File: src/rtl/sideband_req_responder.sv
// sideband_req_responder
// Responder for the 4-phase sideband req/ack channel. It accepts one data word
// per request pulse into a small fall-through FIFO and presents queued words
// to core logic over valid/ready.
// Build option: define SIDEBAND_RSP_SYNC_EN to put a 2-flop synchronizer on
// sb_req, for a sender that runs asynchronously to clk. Without it, sb_req is
// used directly and the sender must be synchronous to clk.
module sideband_req_responder #(
  parameter int DW    = 8,
  parameter int DEPTH = 4
) (
  input  logic                     clk,
  input  logic                     rst,
  input  logic                     sb_req,
  input  logic [DW-1:0]            sb_data,
  output logic                     sb_ack,
  output logic                     out_valid,
  output logic [DW-1:0]            out_data,
  input  logic                     out_ready,
  output logic [$clog2(DEPTH):0]   fifo_level,
  output logic [15:0]              rx_cnt
);

  localparam int AW = $clog2(DEPTH);

  typedef enum logic {IDLE = 1'b0, ACK = 1'b1} state_t;

  logic              req_s;
  state_t            state_reg;
  state_t            state_next;
  logic              push;
  logic              pop;
  logic              full;
  logic [AW-1:0]     wr_ptr_reg;
  logic [AW-1:0]     rd_ptr_reg;
  logic [AW:0]       count_reg;
  logic [AW:0]       count_next;
  logic [15:0]       rx_cnt_reg;
  logic [DW-1:0]     mem [DEPTH];

`ifdef SIDEBAND_RSP_SYNC_EN
  logic [1:0] sync_reg;

  // Two-flop synchronizer bringing the asynchronous request into the clk domain
  always_ff @(posedge clk or posedge rst) begin
    if (rst) sync_reg <= 2'b00;
    else     sync_reg <= {sync_reg[0], sb_req};
  end

  assign req_s = sync_reg[1];
`else
  assign req_s = sb_req;
`endif

  // Full uses the registered count, so a pop in the same cycle does not
  // open a slot for a waiting request until the following cycle.
  assign full      = (count_reg == (AW+1)'(DEPTH));
  assign out_valid = (count_reg != '0);
  assign pop       = out_valid && out_ready;
  assign out_data  = mem[rd_ptr_reg];
  assign sb_ack    = (state_reg == ACK);
  assign fifo_level = count_reg;
  assign rx_cnt    = rx_cnt_reg;

  // Handshake state register; reset drops sb_ack without waiting for a clock
  always_ff @(posedge clk or posedge rst) begin
    if (rst) state_reg <= IDLE;
    else     state_reg <= state_next;
  end

  // Next-state logic: a single push on entry to ACK, so a long request
  // cannot be captured twice; a full FIFO holds the sender in IDLE.
  always_comb begin
    state_next = state_reg;
    push       = 1'b0;
    case (state_reg)
      IDLE: begin
        if (req_s && !full) begin
          push       = 1'b1;
          state_next = ACK;
        end
      end
      ACK: begin
        if (!req_s) state_next = IDLE;
      end
      default: state_next = IDLE;
    endcase
  end

  // Storage array; contents need no reset because count gates visibility
  always_ff @(posedge clk) begin
    if (push) mem[wr_ptr_reg] <= sb_data;
  end

  // Occupancy for the coming cycle; push and pop together leave it unchanged
  always_comb begin
    count_next = count_reg;
    case ({push, pop})
      2'b10:   count_next = count_reg + (AW+1)'(1);
      2'b01:   count_next = count_reg - (AW+1)'(1);
      default: count_next = count_reg;
    endcase
  end

  // FIFO pointers and count; pointers wrap naturally at DEPTH
  always_ff @(posedge clk or posedge rst) begin
    if (rst) begin
      wr_ptr_reg <= '0;
      rd_ptr_reg <= '0;
      count_reg  <= '0;
    end else begin
      if (push) wr_ptr_reg <= wr_ptr_reg + AW'(1);
      if (pop)  rd_ptr_reg <= rd_ptr_reg + AW'(1);
      count_reg <= count_next;
    end
  end

  // Accepted-transfer counter, wraps from 0xFFFF to 0x0000
  always_ff @(posedge clk or posedge rst) begin
    if (rst)       rx_cnt_reg <= 16'h0000;
    else if (push) rx_cnt_reg <= rx_cnt_reg + 16'h0001;
  end

endmodule

File: config.mk
export PLATFORM = sky130hd
export DESIGN_NAME = sideband_req_responder
export DESIGN_NICKNAME = d
export VERILOG_FILES = /design/src/rtl/sideband_req_responder.sv
export SDC_FILE = /design/constraint.sdc
export NUM_CORES = 1
export LEC_CHECK = 0
export BUFFER_PORTS_ARGS = -buffer_cell sky130_fd_sc_hd__clkbuf_2
export CORE_MARGIN = 8
export CORE_UTILIZATION = 25
export CTS_CLUSTER_DIAMETER = 150
export DETAILED_ROUTE_END_ITERATION = 16
export MAX_ROUTING_LAYER = met4
export SETUP_SLACK_MARGIN = 0.15
export SLEW_MARGIN = 5
export SYNTH_ARGS = -nofsm -noshare
export SYNTH_HDL_FRONTEND = slang
export SYNTH_SLANG_ARGS = --single-unit
File: constraint.sdc
create_clock -name clk -period 2.6 [get_ports clk]
set_input_delay 0.52 -clock clk [delete_from_list [all_inputs] [get_ports clk]]
set_output_delay 0.52 -clock clk [all_outputs]
set_load 0.05 [all_outputs]
# Word-level counts from Yosys, hierarchy flattened
# Memories as Yosys holds them, arrays and structs flattened.
# Cells that the tools add are included.
word_totals:
  output_inout_bits: 29
  word_cells: 27
  reg_bits: 24
  ram_bits: 32
  n_memories: 1
mem_list:
  columns: ["memory", "words", "word_bits", "rd", "rd_clocked_by_memory_dff", "wr", "line", "rtl"]
  rows:
  - ["mem", 4, 8, 1, 0, 1, "39", "logic [DW-1:0] mem [DEPTH];"]
classes:
  eq_ne: 3
  reduce_logical: 5
  n_addsub: 5
  bitwise_logic: 1
  mux: 7
op_table:
  columns: ["cell", "count"]
  rows:
  - ["16-bit by 1-bit adder with 16-bit output, second input constant", 1]
  - ["3-bit case mux with 2 select lines", 1]
  - ["1-bit 2-to-1 mux", 5]
  - ["2-bit by 1-bit adder with 2-bit output, second input constant", 2]
  - ["3-bit by 1-bit adder with 3-bit output, second input constant", 1]
  - ["3-bit == test, second input constant", 1]
  - ["3-bit nonzero test", 1]
  - ["3-bit by 1-bit subtractor with 3-bit output, second input constant", 1]
  - ["2-bit by 1-bit == test with 1-bit output, second input constant", 1]
  - ["2-bit == test, second input constant", 1]
  - ["1-bit logical AND", 2]
  - ["1-bit case mux with 2 select lines", 1]
  - ["2-bit nonzero test", 1]
  - ["1-bit zero test", 1]
  - ["1-bit NOT", 1]

# Longest topological paths before layout
# Gate-level depths: netlist (run 1).
depth:
  depth_word: 7
  ltp_mapped: 10
  depth_no_buf: 9

# Worst setup path before layout (run 1)
# Ideal clock, no wire load.
synth_path:
  path_type: "reg-to-reg"
  startpoint: "register count_reg[2], in the netlist fifo_level[2]"
  endpoint: "register count_reg[2], in the netlist fifo_level[2]"
  path_slack_ps: 112
  arrival_ps: 2406
  stages_incl_launch_ff: 11
  n_path_buf: 1
  setup_time_ps: 82
  cell_sequence: "dfrtp_1 -> nor3b_1 -> nor3b_1 -> buf_2 -> inv_1 -> ha_1 -> inv_1 -> fa_1 -> xor2_1 -> nor2_1 -> xor2_1"
synth_between:
  elab_chain_len: 7
  word_cells_on_any_way: 13
  classes_between: "2 x add/sub; 3 x eq/ne; 3 x mux; 5 x reduce/logical"
synth_lines:
  columns: ["element", "line", "rtl"]
  rows:
  - ["from (decl)", "36", "logic [AW:0] count_reg;"]
  - ["from (signal assigned)", "114", "count_reg <= count_next;"]
  - ["3-bit == test", "57", "assign full = (count_reg == (AW+1)'(DEPTH));"]
  - ["1-bit zero test", "78", "if (req_s && !full) begin"]
  - ["1-bit logical AND", "78", null]
  - ["1-bit 2-to-1 mux", "78", null]
  - ["1-bit 2-to-1 mux", "76", "case (state_reg)"]
  - ["2-bit by 1-bit == test with 1-bit output or 2-bit == test (tied branches)", "98", "case ({push, pop})"]
  - ["3-bit case mux with 2 select lines or 2-bit nonzero test (tied branches)", null, null]
# Several ways; a longest one is shown, not always the timed one.
# A chain may end at the register's enable or synchronous reset.

# Worst setup path in the final report (run 1)
layout_path:
  startpoint: "register rd_ptr_reg[0]"
  endpoint: "output out_data[7]"
layout_between:
  elab_chain_len: 1
layout_lines:
  columns: ["element", "line", "rtl"]
  rows:
  - ["from (decl)", "35", "logic [AW-1:0] rd_ptr_reg;"]
  - ["from (signal assigned)", "113", "if (pop) rd_ptr_reg <= rd_ptr_reg + AW'(1);"]
  - ["memory 4 x 8 bit", null, null]
  - ["to (decl)", "18", "output logic [DW-1:0] out_data,"]
# Every way passes these cells.

==> impl_results.md, run 1 <==
* WS Path Type: reg2out
* H-tree depth at 2
* Switching share of power at 0.423
* Routability cong. at between 0.7 and 0.8
* Die area at about 13,000 sq um
* Uppermost layer routed: met4
* F_max at 454 MHz
* Cell Int Power at around 1.8 mW
* Critical path required time at around 2.1 ns
* DRC violations left at 0
* Synth unique cells at 27
* Register area at between 1500 and 2000 sq um
* Fill cells at ~900
* Number of flip-flops in the largest register at 32
* Worst-Skew Late Latency at 0.31 ns
* Layout cells sized above 1 at 0.344
* Die W at approximately 110 um
* Comb pwr share at 0.392
* Max Cap Viol at 0
* R2R Path End: fifo_level[2]$_DFFE_PP0P_
* All-Layer GR Usage at 0.0781
* Mapped Nets at approximately 160
* Vias in the first global route at 1,385
* RSZ-0062 raised after global routing: false
* Critical Path Fanout Max at 9
* Clock Power Share at 0.188
* Post-CTS Setup Bufs at 0
* Area of the multi-input gates at between 700 and 800 sq um
* Tightest Pin Transition at around 0.6 ns
* Sink Count at 56
* Worst rel slew slack at 0.600
* Site row count at 35
* Initial antenna violation count at 1
* Routed Antenna Nets at 0
* Minimum clock period at ~2.2 ns
* Post-layout nets at between 200 and 250
* Avg WL per Cell at 14.9 um
* First-pass GRT wire length at 7500 um
* Clock Skews at about 0.006 ns
* Die H at between 100 and 150 um
* Post-route cell area at between 2000 and 3000 sq um
* CP arrival at ~1.7 ns
* Clk root buf: clkbuf_8
* Clk buf depth at 2
* R2r startpoint: fifo_level[1]$_DFFE_PP0P_
* Port bufs at 40
* Worst vdd ir at about 0.37 mV
* Post-Route WL at about 4500 um
* Status: completed
* Hpwl dp at roughly 3300 um
* DRT iter0 DRCs at 33
* R2R depth at 9
* Initial Utilization at 0.255
* CTS clk-pin slew, worst paths at 0.10 ns
* Final setup fails at 0
* Metal1 wirelength at between 2000 and 2500 um
* TNS Setup at 0 ns
* Fin crit share at 0.848
* YS warnings at 0
* Final hold vios at 0
* Pin count of the biggest net entering global routing at 19
* Overflow after GRT at 0
* Leak at 1.15 nW
* Worst reg2reg setup slack at approximately 0.58 ns
* Core region area at roughly 9200 sq um
* Cts bufs inserted at 5
* CTS Hold Buffers Added at 0
* Post-Synthesis Cell Area at about 2300 sq um
* WL met2 at 2210 um
* Place WS at 0.489 ns
* Ports at 41
* Vias at 1,279
* Pre-Repair DR Iteration Count at 4
* Gate Count Post-Synth at 143
* Slew Viols, Final at 0
* Vias per Instance at around 4.2
* Synth Register Bits at 56
* Post-CTS sizing at 1
* Worst Hold Class: in2async
* CTS tree: built
* Net Sw Power at between 1 and 1.5 mW
* Sequential share of power at 0.420
* Mean Syn Cell Area at ~16 sq um
* PnR worst setup slack at a little under 0.4 ns
* Critical path startpoint category: flop
* CP endpoint kind: output pin
* Metal3 WL at 159 um
* Post-synthesis sequential area ratio at 0.670
* Pwr dens at approximately 1100 nW/um^2
* Instance area at placement at between 2000 and 3000 sq um
* Layout area overhead at 20.4%
-- cell type report --
class | count | share of cell area
Sequential cell | 56 | 0.557
Multi-Input combinational cell | 76 | 0.259
Timing Repair Buffer | 44 | 0.0820
Tap cell | 111 | 0.0495
Clock buffer | 5 | 0.0245
Clock inverter | 3 | 0.0165
Inverter | 8 | 0.0107
Antenna cell | 1 | 0.000891
-- power by group through the flow --
stage	clock network, mW	logic [mW]	registers, mW
floorplan	0	0.787	1.47
global placement	0	1.23	1.33
CTS	0.610	1.24	1.32
finish	0.587	1.22	1.31
detailed placement	0	1.24	1.34
global route	0.641	1.31	1.35
-- worst max-delay path by stage --
| stage | from | end | slack, ns | cells after the start |
|---|---|---|---|---|
| after floorplan | fifo_level[0]$_DFFE_PP0P_ | fifo_level[2]$_DFFE_PP0P_ | 0.15 | 8 |
| after global placement | rd_ptr_reg[0]$_DFFE_PP0P_ | out_data[2] | 0.52 | 2 |
| after detailed placement | rd_ptr_reg[0]$_DFFE_PP0P_ | out_data[4] | 0.49 | 2 |
| after CTS | rd_ptr_reg[0]$_DFFE_PP0P_ | out_data[4] | 0.33 | 2 |
| final | rd_ptr_reg[0]$_DFFE_PP0P_ | out_data[7] | 0.40 | 2 |
| after global routing | rd_ptr_reg[0]$_DFFE_PP0P_ | out_data[4] | 0.28 | 2 |
-- critical path: stages, from the launching register on --
cell	delay [ns]
dfrtp_2	0.57
mux4_2	0.55
clkbuf_2	0.25
-- metrics by stage --
stage / power (mW) / std cells / hold slack, ns / util
final: 3.12 / 304 / 0.242 / 0.307
after global routing: 3.29 / 304 / 0.292 / 0.307
after CTS: 3.18 / 303 / 0.264 / 0.306
after detailed placement: 2.58 / 295 / 0.478 / 0.294
after global placement: 2.57 / 295 / 0.459 / 0.294
after floorplan: 2.26 / 143 / 0.535 / -
-- kinds of logic (layout without fill, tap and decap cells) --
logic type,count (synthesis),after routing,synth area share
compound gates,2,2,0.00536
xor+xnor,21,21,0.0789
fa+ha+maj,7,7,0.0408
buf+inv,11,60,0.0188
flops,56,56,0.670
mux,10,10,0.0864
other cells,0,1,0
simple gates,36,36,0.100
-- synthesized netlist by cell type --
master / count / share of area
mux2_2: 1 / 0.0048
nor2_1: 3 / 0.0048
xor2_1: 9 / 0.034
fa_1: 1 / 0.0086
nand3_1: 4 / 0.0086
nor3b_1: 3 / 0.0097
and3_1: 1 / 0.0027
inv_1: 8 / 0.013
nand4bb_4: 1 / 0.012
or3_1: 1 / 0.0027
ha_1: 6 / 0.032
and4_1: 1 / 0.0038
buf_1: 1 / 0.0016
xnor2_1: 12 / 0.045
edfxtp_1: 32 / 0.41
nor4_2: 1 / 0.0054
mux2i_1: 1 / 0.0043
nor3_1: 3 / 0.0064
nand4_1: 5 / 0.013
nand4b_2: 1 / 0.0064
a21boi_0: 1 / 0.0032
dfrtp_1: 24 / 0.26
o21ai_0: 1 / 0.0021
mux4_2: 8 / 0.077
buf_2: 2 / 0.0043
and2_1: 5 / 0.013
nand2_1: 7 / 0.011
-- routing by layer --
metal  global-route usage  vias up
met1               0.0908      639
met5                    -        -
met4               0.0351        0
met2                0.127       19
li1                     -      615
met3               0.0172        6
-- cell usage in the layout (no fill, tap or decap) --
cell / instances
inv_8: 1
buf_4: 4
fa_1: 1
nand4_1: 5
mux2_2: 1
nand2_1: 7
nand4b_2: 1
nor3b_1: 3
and2_1: 5
and4_1: 1
bufinv_16: 1
clkbuf_8: 5
nand4bb_4: 1
diode_2: 1
dfrtp_2: 2
or3_1: 1
xnor2_1: 12
nand3_1: 4
a21boi_0: 1
nor4_2: 1
xor2_1: 9
and3_1: 1
nor3_1: 3
clkbuf_2: 40
inv_1: 8
mux4_2: 8
clkinv_2: 1
dfrtp_1: 22
edfxtp_1: 32
o21ai_0: 1
nor2_1: 3
ha_1: 6
mux2i_1: 1
(Power assumes the default switching activity.)
==> run 2: changes to the inputs <==
Clock period 2.6 ns to 1.9 ns, I/O delays scaled along.
==> run 2 against run 1 <==
Combinational power rose by 79%. The run now ends with setup timing left. Count of clock-buffer cells in the layout stayed put. Highest routed layer unchanged. Hold slack got worse by 0.14 ns. Largest power group is now combinational cells. Critical path type unchanged. Non-clock buffer count is 9 higher. Register-to-register slack got worse by 0.52 ns. Global-route usage fell by 0.29 points. Largest cell class unchanged.
==> impl_results.md, run 2 (synthesis gave the netlist of run 1 again) <==
* Status: finished with violations
* Violated checks: setup timing
* Port bufs at 40
* Worst vdd ir at ~0.65 mV
* Clk buf depth at 2
* Final hold vios at 0
* Critical Path Fanout Max at 8
* Die H at about 110 um
* Switching share of power at 0.411
* Critical path startpoint category: flop
* Max Cap Viol at 0
* PnR worst setup slack at -0.0431 ns
* Fin crit share at 1.02
* Critical path required time at roughly 1.5 ns
* Die area at 12,700 sq um
* DRT iter0 DRCs at 70
* Uppermost layer routed: met4
* Layout cells sized above 1 at 0.445
* Commonest non-fill, non-tap cell in the layout: edfxtp_1
* CP arrival at 1.56 ns
* Worst rel slew slack at 0.708
* Worst Hold Class: in2async
* Overflow after GRT at 0
* Clock Power Share at 0.134
* Die W at approximately 110 um
* Crit-path slowest cell: mux4_2
* CP endpoint kind: output pin
* RSZ-0062 raised after global routing: true
* Post-Route WL at ~4500 um
* F_max at between 500 and 600 MHz
* Comb pwr share at 0.479
* Layout area overhead at 27.8%
* Leak at 1.21 nW
* CTS clk-pin slew, worst paths at ~0.090 ns
* Minimum clock period at between 1.5 and 2 ns
* Net Sw Power at about 1.9 mW
* WS Path Type: reg2out
* Pin count of the biggest net entering global routing at 25
* Routed Antenna Nets at 0
* Vias in the first global route at around 1.4k
* First-pass GRT wire length at between 7000 and 8000 um
* Clock Skews at slightly below 0.007 ns
* All-Layer GR Usage at 0.0752
* Post-layout nets at around 220
* Clk root buf: clkbuf_8
* Number of flip-flops in the largest register at 32
* Core region area at between 9000 and 10,000 sq um
* H-tree depth at 2
* DRC violations left at 0
* Metal3 WL at between 150 and 200 um
* Tightest Pin Transition at around 0.44 ns
* Sequential share of power at 0.388
* WL met2 at ~2200 um
* CTS Hold Buffers Added at 0
* Site row count at 35
* Initial antenna violation count at 0
* TNS Setup at -0.248 ns
* Cell Int Power at approximately 2.7 mW
* Worst-Skew Late Latency at roughly 0.3 ns
* Pwr dens at between 1500 and 2000 nW/um^2
* Cells along the critical path: buf_12 > mux4_2 > buf_8
* Vias per Instance at ~4.2
* Avg WL per Cell at 14.4 um
* Initial Utilization at 0.255
* Metal1 wirelength at 2060 um
* Critical Path Max Stage Delay at around 0.53 ns
* Sink Count at 56
* Pre-Repair DR Iteration Count at 4
* Hold_ws at 0.0984 ns
* Routability cong. at 0.753
* Inserted Diodes at 0
* Most frequent cells in the layout: edfxtp_1 (32), clkbuf_2 (31), dfrtp_1 (19)
* Hpwl dp at between 3000 and 4000 um
* Slew Viols, Final at 0
* Vias at approximately 1.3k
* Cts bufs inserted at 5
* Ports at slightly above 40
* Final setup fails at 8
* CTS tree: built
## run 2: cell types whose count changed in the layout (fill, tap and decap cells not counted), sizes merged
cell	previous run	this run
clkinv	1	0
buf	4	22
diode	1	0
inv	9	8
bufinv	1	0
clkbuf	45	36
clkinvlp	0	2
## run 2: worst paths after layout
path	from	end	slack (ns)	cells after the start
worst max-delay path	rd_ptr_reg[0]$_DFFE_PP0P_	out_data[3]	-0.04	3
worst min-delay path	rst	wr_ptr_reg[1]$_DFFE_PP0P_	0.1	3
worst max register to register	fifo_level[1]$_DFFE_PP0P_	fifo_level[2]$_DFFE_PP0P_	0.06	9
worst min register to register	rx_cnt[10]$_DFFE_PP0P_	rx_cnt[10]$_DFFE_PP0P_	0.50	1
max in group asynchronous	rst	fifo_level[0]$_DFFE_PP0P_	1.53	3
min in group clk	sb_data[1]	mem[0][1]$_DFFE_PP_	0.30	1
## run 2: worst max-delay path, delay by kind of cell (launching register included)
kind | cells | cell delay (ns)
flip-flops | 1 | 0.40
multiplexers | 1 | 0.53
buffers and inverters | 2 | 0.33
## run 2: cell type report
type | count | area, sq um
Multi-Input combinational cell | 76 | 771
Sequential cell | 56 | 1570
Inverter | 8 | 30.0
Clock inverter | 2 | 12.5
Clock buffer | 5 | 68.8
Fill cell | 884 | 6170
Tap cell | 111 | 139
Timing Repair Buffer | 53 | 393
## run 2: what timing repair did
item	CTS	global route
resized for setup	17	9
endpoints found under the setup margin	11	11
cloned	0	0
setup buffers	5	3
pin swaps	9	2
## run 2: power by group through the flow
stage / clock network [mW] / registers [mW] / logic (mW)
floorplan: 0 / 2.04 / 1.13
CTS: 0.637 / 1.77 / 2.10
detailed placement: 0 / 1.81 / 1.85
global route: 0.677 / 1.80 / 2.31
global placement: 0 / 1.80 / 1.84
finish: 0.609 / 1.77 / 2.18
## run 2: routing by layer
metal / GRT usage / vias up
li1: - / 627
met1: 0.0922 / 640
met2: 0.116 / 20
met3: 0.0193 / 4
met4: 0.0297 / 0
met5: - / -
## run 2: metrics by stage
step | std cells | total power [mW] | worst slack [ns] | cell area (sq um) | utilization
2_1_floorplan | 143 | 3.17 | -0.228 | 2380 | -
3_3_place_gp | 296 | 3.64 | 0.0684 | 2760 | 0.301
3_5_place_dp | 296 | 3.66 | 0.0431 | 2760 | 0.301
4_1_cts | 308 | 4.51 | -0.0777 | 2950 | 0.322
5_1_grt | 311 | 4.78 | -0.108 | 2980 | 0.326
6_report | 311 | 4.56 | -0.0431 | 2980 | 0.326
==> run 3: changes to the inputs <==
Clock period 1.9 ns to 2 ns, I/O delays scaled along.
==> run 3 against run 2 <==
The run now ends clean. Die area unchanged. Total power is 3.5% lower. Non-clock buffer count rose by 3. Utilization rose by 0.27 points. Global-route usage barely moved. Largest power group unchanged. Worst setup slack improved by 0.097 ns. Cell count increased by 1.3%. Register-to-register slack better by 0.10 ns. First-iteration DRC count fell by 19%. Sequential share of layout area shrank 0.52 points.
==> impl_results.md, run 3 (synthesis gave the netlist of run 1 again) <==
* Die W at between 100 and 150 um
* Post-Route WL at approximately 4500 um
* Minimum clock period at 1.95 ns
* Initial antenna violation count at 0
* Vias in the first global route at approximately 1.4k
* R2R depth at 8
* Hpwl dp at around 3300 um
* DRT iter0 DRCs at 57
* Site row count at 35
* Port bufs at 40
* Critical Path Fanout Max at 9
* Layout area overhead at 28.9%
* First-pass GRT wire length at approximately 7300 um
* Register area at 1570 sq um
* Pwr dens at roughly 1500 nW/um^2
* Slew Viols, Final at 0
* Ports at between 40 and 50
* Avg WL per Cell at 14.3 um
* Leak at 1.24 nW
* Pin count of the biggest net entering global routing at 25
* Sink Count at between 50 and 60
* Final hold vios at 0
* Overflow after GRT at 0
* Pre-Repair DR Iteration Count at 4
* All-Layer GR Usage at 0.0756
* Critical Path Max Stage Delay at 0.53 ns
* CP endpoint kind: output pin
* CTS tree: built
* F_max at between 500 and 600 MHz
* Cells along the critical path: buf_12 > mux4_2 > buf_8
* Post-layout nets at between 200 and 250
* Status: completed
* CP arrival at between 1.5 and 2 ns
* Cts bufs inserted at 5
* Routed Antenna Nets at 0
* Routability cong. at ~0.71
* Inserted Diodes at 0
* Die area at between 10,000 and 15,000 sq um
* PnR worst setup slack at 0.0543 ns
* Clock Skews at 0.00860 ns
* Vias per Instance at between 4 and 5
* Worst vdd ir at about 0.68 mV
* Critical path required time at roughly 1.6 ns
* Most frequent cells in the layout: clkbuf_2 (32), edfxtp_1 (32), dfrtp_1 (21)
* Clk buf depth at 2
* Fill cells at 887
* Number of flip-flops in the largest register at 32
* RSZ-0062 raised after global routing: true
* Area of the multi-input gates at 766 sq um
* Worst rel slew slack at 0.790
* WS Path Type: reg2out
* Die H at between 100 and 150 um
* CTS clk-pin slew, worst paths at between 0.1 and 0.15 ns
* Crit-path slowest cell: mux4_2
* Max Cap Viol at 0
* TNS Setup at 0 ns
* Final setup fails at 0
* Fin crit share at 0.973
* Worst-Skew Late Latency at around 0.31 ns
* Initial Utilization at 0.255
* Vias at 1,322
* H-tree depth at 2
* Critical path startpoint category: flop
* DRC violations left at 0
* Layout cells sized above 1 at 0.426
* Tightest Pin Transition at about 0.31 ns
* Hold_ws at 0.0991 ns
* Core region area at roughly 9200 sq um
* Place WS at between 0.1 and 0.15 ns
* Worst Hold Class: in2async
* CTS Hold Buffers Added at 0
* Clk root buf: clkbuf_8
-- run 3: cell types whose count changed in the layout (fill, tap and decap cells not counted), moves of 2 or more --
cell | before | now
dfrtp_1 | 19 | 21
and2_1 | 0 | 4
buf_4 | 13 | 15
dfrtp_2 | 5 | 3
inv_6 | 0 | 2
and2_2 | 4 | 0
-- run 3: metrics by stage --
| step | std cells | cell area (sq um) | util | total power [mW] |
|---|---|---|---|---|
| floorplan | 143 | 2380 | - | 3.00 |
| global placement | 302 | 2800 | 0.305 | 3.51 |
| detailed placement | 302 | 2800 | 0.305 | 3.53 |
| CTS | 314 | 2990 | 0.327 | 4.39 |
| global route | 315 | 3010 | 0.329 | 4.63 |
| finish | 315 | 3010 | 0.329 | 4.40 |
-- run 3: final cells by class --
cell class                 instances  area share
sequential                        56       0.521
multi-input combinational         76       0.255
timing repair buffer              56       0.137
tap                              111      0.0462
clock buffer                       5      0.0229
inverter                           8     0.00999
clock inverter                     3     0.00832
-- run 3: worst paths after layout --
path                       slack [ns]                       from                         to
setup reg to reg                 0.16  fifo_level[1]$_DFFE_PP0P_  fifo_level[2]$_DFFE_PP0P_
setup / recovery                 0.05  rd_ptr_reg[0]$_DFFE_PP0P_                out_data[1]
min in group clk                 0.30                 sb_data[2]        mem[2][2]$_DFFE_PP_
hold / removal                    0.1                        rst  wr_ptr_reg[0]$_DFFE_PP0P_
max in group asynchronous        1.64                        rst  fifo_level[1]$_DFFE_PP0P_
hold reg to reg                  0.49     rx_cnt[15]$_DFFE_PP0P_     rx_cnt[15]$_DFFE_PP0P_
-- run 3: metal layers --
layer  GRT usage  vias up  wire (um)
met5           -        -          0
met4      0.0324        0         85
met3      0.0156        7        108
met2       0.119       22       2100
met1      0.0928      660       2220
li1            -      633          -
-- run 3: what timing repair did --
action,4_1_cts,5_1_grt
hold endpoints to repair,0,0
gates cloned,0,0
buffers inserted,4,1
pin swaps,1,6
endpoints found under the setup margin,10,10
resized for setup,16,8
-- run 3: worst max-delay path, delay by kind of cell (launching register included) --
kind	cells	cell delay (ns)
DFF	1	0.38
buffers and inverters	2	0.32
muxes	1	0.53
-- run 3: report_power, final --
| group | internal [mW] | total (mW) | leakage [nW] | switching, mW |
|---|---|---|---|---|
| logic | 0.875 | 2.13 | 0.597 | 1.25 |
| clock network | 0.256 | 0.636 | 0.0452 | 0.380 |
| registers | 1.45 | 1.63 | 0.596 | 0.187 |
| total | 2.58 | 4.40 | 1.24 | 1.82 |
